==> config.mk <==
export PLATFORM = sky130hd
export DESIGN_NAME = alu_control_unit
export DESIGN_NICKNAME = d
export VERILOG_FILES = /design/src/rtl/alu_ctrl_pkg.sv /design/src/rtl/alu_control_decode.sv /design/src/rtl/alu_control_unit.sv
export SDC_FILE = /design/constraint.sdc
export NUM_CORES = 1
export LEC_CHECK = 0
export CAP_MARGIN = 25
export CORE_AREA = 2 2 39 41
export CTS_BUF_LIST = sky130_fd_sc_hd__clkbuf_4 sky130_fd_sc_hd__clkbuf_8
export CTS_CLUSTER_DIAMETER = 150
export DETAILED_ROUTE_END_ITERATION = 7
export DIE_AREA = 0 0 41 43
export GPL_TIMING_DRIVEN = 0
export PLACE_DENSITY_LB_ADDON = 0.08
export SLEW_MARGIN = 5
export SYNTH_ARGS = -nofsm -noshare
export SYNTH_HDL_FRONTEND = slang
export SYNTH_HIERARCHICAL = 1
export SYNTH_SLANG_ARGS = --single-unit
==> constraint.sdc <==
create_clock -name CLK -period 5.7 [get_ports CLK]
set_input_delay 1.71 -clock CLK [delete_from_list [all_inputs] [get_ports CLK]]
set_output_delay 1.71 -clock CLK [all_outputs]
set_load 0.02 [all_outputs]
==> src/rtl/alu_ctrl_pkg.sv <==
// Shared constants for the ALU control unit: ALU_OP instruction classes,
// ALU operation selects and the FUNC7 patterns that qualify them.
package alu_ctrl_pkg;

  // Instruction class from the main control unit
  localparam logic [2:0] AluOpR     = 3'b000;
  localparam logic [2:0] AluOpLdSt  = 3'b001;
  localparam logic [2:0] AluOpBr    = 3'b010;
  localparam logic [2:0] AluOpI     = 3'b011;
  localparam logic [2:0] AluOpJmp   = 3'b100;
  localparam logic [2:0] AluOpLui   = 3'b101;
  localparam logic [2:0] AluOpAuipc = 3'b110;
  localparam logic [2:0] AluOpRsv   = 3'b111;

  // ALU operation selects
  localparam logic [4:0] AluAdd    = 5'b00000;
  localparam logic [4:0] AluSll    = 5'b00001;
  localparam logic [4:0] AluSlt    = 5'b00010;
  localparam logic [4:0] AluSltu   = 5'b00011;
  localparam logic [4:0] AluXor    = 5'b00100;
  localparam logic [4:0] AluSrl    = 5'b00101;
  localparam logic [4:0] AluOr     = 5'b00110;
  localparam logic [4:0] AluAnd    = 5'b00111;
  localparam logic [4:0] AluMul    = 5'b01000;
  localparam logic [4:0] AluMulh   = 5'b01001;
  localparam logic [4:0] AluMulhsu = 5'b01010;
  localparam logic [4:0] AluMulhu  = 5'b01011;
  localparam logic [4:0] AluDiv    = 5'b01100;
  localparam logic [4:0] AluDivu   = 5'b01101;
  localparam logic [4:0] AluRem    = 5'b01110;
  localparam logic [4:0] AluRemu   = 5'b01111;
  localparam logic [4:0] AluSub    = 5'b10000;
  localparam logic [4:0] AluSra    = 5'b10101;
  localparam logic [4:0] AluPassB  = 5'b11000;

  // FUNC7 qualifiers
  localparam logic [6:0] Func7Base   = 7'b0000000;
  localparam logic [6:0] Func7Alt    = 7'b0100000;
  localparam logic [6:0] Func7MulDiv = 7'b0000001;

  // FUNC3 codes that need FUNC7 qualification
  localparam logic [2:0] Func3AddSub = 3'b000;
  localparam logic [2:0] Func3Sll    = 3'b001;
  localparam logic [2:0] Func3Sr     = 3'b101;

  typedef struct packed {
    logic [4:0] alu_control;
    logic       illegal;
  } alu_dec_t;

  localparam alu_dec_t DecIllegal = '{alu_control: AluAdd, illegal: 1'b1};

  function automatic alu_dec_t dec_ok(input logic [4:0] op);
    dec_ok = '{alu_control: op, illegal: 1'b0};
  endfunction

endpackage

==> src/rtl/alu_control_decode.sv <==
// Combinational decode of ALU_OP/FUNC3/FUNC7 into the next ALU operation
// select and illegal-encoding flag.
module alu_control_decode
  import alu_ctrl_pkg::*;
(
  input  logic [2:0] i_alu_op,
  input  logic [6:0] i_func7,
  input  logic [2:0] i_func3,
  output logic [4:0] o_alu_control,
  output logic       o_illegal
);

  alu_dec_t w_dec;

  always_comb begin
    w_dec = dec_ok(AluAdd);
    unique case (i_alu_op)
      AluOpR: begin
        if (i_func7 == Func7Base) begin
          w_dec = dec_ok({2'b00, i_func3});
        end else if (i_func7 == Func7MulDiv) begin
          w_dec = dec_ok({2'b01, i_func3});
        end else if (i_func7 == Func7Alt && i_func3 == Func3AddSub) begin
          w_dec = dec_ok(AluSub);
        end else if (i_func7 == Func7Alt && i_func3 == Func3Sr) begin
          w_dec = dec_ok(AluSra);
        end else begin
          w_dec = DecIllegal;
        end
      end
      AluOpI: begin
        // Only shifts carry meaning in FUNC7; immediates own those bits otherwise
        if (i_func3 == Func3Sll) begin
          w_dec = (i_func7 == Func7Base) ? dec_ok(AluSll) : DecIllegal;
        end else if (i_func3 == Func3Sr) begin
          if (i_func7 == Func7Base) begin
            w_dec = dec_ok(AluSrl);
          end else if (i_func7 == Func7Alt) begin
            w_dec = dec_ok(AluSra);
          end else begin
            w_dec = DecIllegal;
          end
        end else begin
          w_dec = dec_ok({2'b00, i_func3});
        end
      end
      AluOpBr: begin
        unique case (i_func3[2:1])
          2'b00:   w_dec = dec_ok(AluSub);
          2'b10:   w_dec = dec_ok(AluSlt);
          2'b11:   w_dec = dec_ok(AluSltu);
          default: w_dec = DecIllegal;
        endcase
      end
      AluOpLui:   w_dec = dec_ok(AluPassB);
      AluOpAuipc: w_dec = dec_ok(AluAdd);
      AluOpLdSt:  w_dec = dec_ok(AluAdd);
      AluOpJmp:   w_dec = dec_ok(AluAdd);
      AluOpRsv:   w_dec = DecIllegal;
      default:    w_dec = DecIllegal;
    endcase
  end

  assign o_alu_control = w_dec.alu_control;
  assign o_illegal     = w_dec.illegal;

endmodule

==> src/rtl/alu_control_unit.sv <==
// ALU control unit: registered decode of the instruction class and function
// fields into the ALU operation select, forming part of the ID/EX boundary.
module alu_control_unit
  import alu_ctrl_pkg::*;
(
  input  logic       CLK,
  input  logic       RESET,
  input  logic       EN,
  input  logic [6:0] FUNC7,
  input  logic [2:0] FUNC3,
  input  logic [2:0] ALU_OP,
  output logic [4:0] ALU_CONTROL,
  output logic       ILLEGAL
);

  logic [4:0] w_alu_control;
  logic       w_illegal;
  logic [4:0] r_alu_control;
  logic       r_illegal;

  alu_control_decode u_decode (
    .i_alu_op      (ALU_OP),
    .i_func7       (FUNC7),
    .i_func3       (FUNC3),
    .o_alu_control (w_alu_control),
    .o_illegal     (w_illegal)
  );

  // Synchronous active-low reset takes priority over the enable
  always_ff @(posedge CLK) begin
    if (!RESET) begin
      r_alu_control <= AluAdd;
      r_illegal     <= 1'b0;
    end else if (EN) begin
      r_alu_control <= w_alu_control;
      r_illegal     <= w_illegal;
    end
  end

  assign ALU_CONTROL = r_alu_control;
  assign ILLEGAL     = r_illegal;

endmodule

==> key figures, run 1 <==
Setup path
  – FF-to-FF setup slack: 5.11 ns
  – Critical Path Max Stage Delay: 0.42 ns
  – Family with the most delay on the worst path: compound AO/OA/AOI/OAI gates
  – Worst-path cell chain: clkdlybuf4s50_1, or3_4, a2111oi_4, nand3_1, a311oi_1, mux2i_1, nor2b_1
  – CP max-delay cell: sky130_fd_sc_hd__or3_4
  – Capturing element type of the critical path: flip-flop
  – Reg-to-reg critical path startpoint: ILLEGAL$_SDFFE_PN0P_
  – Worst reg2reg path endpoint: ILLEGAL$_SDFFE_PN0P_
  – CP arrival: 3.55 ns
  – Worst R2R Path Depth: 2
  – CP bufs+invs: 1
  – Worst endpoint required time: 5.88 ns
  – Crit path max fanout: 5
  – Critical path class: input port to flip-flop
  – Critical path startpoint category: input port

Yosys
  – Area share of the largest cell type after synthesis: 21.7%
  – Fraction of synthesis flops using an asynchronous set or reset pin: 0%
  – Most used flip-flop cell after synthesis: sky130_fd_sc_hd__dfxtp_1
  – Library cell occupying the most area in the post-synthesis netlist: sky130_fd_sc_hd__dfxtp_1
  – Share of the yosys chip area belonging to registers: 21.7%
  – Number of instances in the synthesized netlist: 68
  – Number of library cell types mapped by synthesis: 33
  – Cell types occupying the most area after synthesis: sky130_fd_sc_hd__dfxtp_1, sky130_fd_sc_hd__mux2i_1, sky130_fd_sc_hd__nor2b_1, sky130_fd_sc_hd__a2111oi_4, sky130_fd_sc_hd__nor2_1
  – Post-synthesis instance area: 554 sq um
  – Number of nets produced by synthesis: 84
  – Yosys reg bits: 6
  – Average instance area after synthesis: 8.15 sq um
  – EDFF count, synth: 0
  – Synth Warn #: 6

Global routing
  – Final global-route overflow total: 0
  – Pin count of the biggest net entering global routing: 11
  – Vias in the first global route: 475
  – Global-route wire length before repair: 1930 um
  – Initial antenna violation count: 0
  – Global-route total usage across every layer: 16.6%

Clock tree
  – Worst-path clk slew: 0.04 ns
  – Number of buffers inserted by post-CTS setup repair: 0
  – # hold bufs at CTS: 0
  – Number of clock buffers inserted by TritonCTS: 3
  – TritonCTS clock tree: done
  – Num Clock Sinks: 6
  – Cell at the root of the clock tree: sky130_fd_sc_hd__clkbuf_4
  – H-tree depth: 1
  – Total of cells resized after clock tree synthesis: 0
  – CTS Buffer Depth: 2
  – Clock latency at the later pin of the worst-skew pair: 0.24 ns

Final layout
  – Nets@finish: 106
  – Final antenna diode count: 0
  – Final design utilization: 55.4%
  – Share of final-layout standard cells stronger than drive strength 1: 12.5%
  – Finished Cell Area: 767 sq um
  – Layout overhead on the synthesized area: 38.4%

Die
  – Die Outline Area: 1760 sq um
  – Initial core utilization: 40.1%
  – Standard-cell rows: 14
  – Chip height: 43 um
  – Std-Cell Core Area: 1380 sq um
  – Horizontal extent of the die: 41 um
  – I/O pin cnt: 22

STA
  – Max Fclk: 297 MHz
  – Number of failing setup endpoints in the final timing report: 0
  – Tmin final: 3.36 ns
  – Count of final hold-check violations: 0
  – Setup repair after global routing missed its margin: no
  – Worst-case clock skew: 0 ns
  – Max_slew headroom: 75.4%
  – Setup TNS Final: 0 ns
  – Final period util: 59.0%
  – Measured slew at the worst slew-check pin: 0.369 ns
  – Post-route setup slack: 2.34 ns
  – WHS: 0.509 ns
  – Count of pins over their slew limit: 0

Routing
  – ANT nets after route: 0
  – Starting DRC count in detailed routing: 15
  – Via-to-Cell Ratio: 5.63
  – First-pass iteration count of the detailed router: 4
  – Wire length per cell after detailed routing: 12.3 um
  – DR DRC count: 0
  – Routed wire length: 1270 um
  – Routed via count: 586

Worst hold path
  – Number of cells on the worst hold path: 2
  – Path category of the worst min-delay check: flip-flop to flip-flop
  – Destination of the worst hold path: ALU_CONTROL[0]$_SDFFE_PN0P_
  – Startpoint of the lowest-slack hold path: ALU_CONTROL[0]$_SDFFE_PN0P_

Placement
  – Cell area after placement: 744 sq um
  – Pre-CTS WS: 2.10 ns
  – Gp weighted congestion: 0.693
  – Number of buffers inserted by port buffering: 17
  – Detailed-placement wirelength estimate: 992 um

Pwr
  – Power per cell area: 157 nW/um^2
  – Peak VDD IR: 0.108 mV
  – Static Leak: 0.000263 uW

Run
  – Maximum capacitance violations: 0

Status
  – Status: finished, final reports clean
area by class of cell:
class / count / area [sq um]
fill: 140 / 617
multi-input combinational: 54 / 395
timing repair buffer: 17 / 170
sequential: 6 / 120
buffer: 5 / 27.5
clock buffer: 3 / 22.5
tap: 16 / 20.0
inverter: 3 / 11.3
worst max path at each step:
stage          startpoint                     endpoint  slack [ns]  cells after the start
3_5_place_dp     FUNC7[3]  ALU_CONTROL[0]$_SDFFE_PN0P_        2.10                      7
5_1_grt          FUNC7[3]  ALU_CONTROL[0]$_SDFFE_PN0P_        2.19                      7
6_report         FUNC7[3]  ALU_CONTROL[0]$_SDFFE_PN0P_        2.34                      7
3_3_place_gp     FUNC7[3]  ALU_CONTROL[0]$_SDFFE_PN0P_        2.10                      7
4_1_cts          FUNC7[3]  ALU_CONTROL[0]$_SDFFE_PN0P_        2.35                      7
2_1_floorplan    FUNC7[3]  ALU_CONTROL[0]$_SDFFE_PN0P_        2.69                      6
cell families after synthesis:
kind of cell | after synthesis | synth area share (%)
AOI/OAI and AO/OA | 17 | 28.4
xor gates and xnor gates | 1 | 1.58
buffers and inverters | 8 | 7.00
DFF | 6 | 21.7
muxes | 6 | 10.8
and+or+nand+nor | 30 | 30.5
synth_stat cells, types with 2 or more instances:
library cell               n
sky130_fd_sc_hd__nor2_1    7
sky130_fd_sc_hd__nor2b_1   7
sky130_fd_sc_hd__dfxtp_1   6
sky130_fd_sc_hd__mux2i_1   6
sky130_fd_sc_hd__nand3_1   4
sky130_fd_sc_hd__clkbuf_1  3
sky130_fd_sc_hd__nand2_1   3
sky130_fd_sc_hd__a21oi_1   2
sky130_fd_sc_hd__a311oi_1  2
sky130_fd_sc_hd__inv_1     2
sky130_fd_sc_hd__nor4b_1   2
sky130_fd_sc_hd__o211ai_1  2
sky130_fd_sc_hd__o31ai_1   2
worst min-delay path, stage by stage, from the launching register on:
cell	delay, ns
sky130_fd_sc_hd__dfxtp_1	0.32
sky130_fd_sc_hd__mux2i_1	0.06
sky130_fd_sc_hd__nor2b_1	0.09
report_power, final:
part | switching (uW) | internal, uW
sequential | 0.586 | 43.5
combinational | 18.4 | 19.4
clock | 14.6 | 23.8
placed cells by master, fill, tap and decap left out, types with 2 or more instances in the layout:
cell	synthesis	final
sky130_fd_sc_hd__nand2_1	3	3
sky130_fd_sc_hd__clkdlybuf4s50_1	0	17
sky130_fd_sc_hd__nor4b_1	2	2
sky130_fd_sc_hd__mux2i_1	6	6
sky130_fd_sc_hd__clkbuf_1	3	3
sky130_fd_sc_hd__nand3_1	4	4
sky130_fd_sc_hd__nor2b_1	7	7
sky130_fd_sc_hd__nor2_1	7	7
sky130_fd_sc_hd__o31ai_1	2	2
sky130_fd_sc_hd__inv_1	2	2
sky130_fd_sc_hd__o211ai_1	2	2
sky130_fd_sc_hd__a311oi_1	2	2
sky130_fd_sc_hd__dfxtp_1	6	6
sky130_fd_sc_hd__a21oi_1	2	2
sky130_fd_sc_hd__clkbuf_4	0	3
routing by layer:
metal | global-route usage [%] | wire, um
met2 | 25.0 | 604
met4 | 12.0 | 32
met5 | 0 | 0
met1 | 19.9 | 565
met3 | 3.14 | 71
metrics by stage:
step                      total power (uW)  cells
final                                  120    104
after global routing                   128    104
after CTS                              123    104
after detailed placement              82.5    101
after global placement                82.3    101
after floorplan                       66.4     68
state kept, by name (all words and copies together) (netlist names):
register     count
ALU_CONTROL      5
ILLEGAL          1
(Power assumes the default switching activity.)
==> inputs of run 2 (changes only) <==
==> constraint.sdc (replaced) <==
create_clock -name CLK -period 3.25 [get_ports CLK]
set_input_delay 0.975 -clock CLK [delete_from_list [all_inputs] [get_ports CLK]]
set_output_delay 0.975 -clock CLK [all_outputs]
set_load 0.02 [all_outputs]
==> results of run 2 <==
Same layout as run 1 (identical final DEF). Status: finished, final reports clean.
Main changes from that run: setup slack after placement 2.10 ns -> 0.388 ns; setup slack after layout 2.34 ns -> 0.622 ns; register-to-register setup slack 5.11 ns -> 2.66 ns; total power 120 uW -> 211 uW; worst IR drop on VDD 0.108 mV -> 0.190 mV
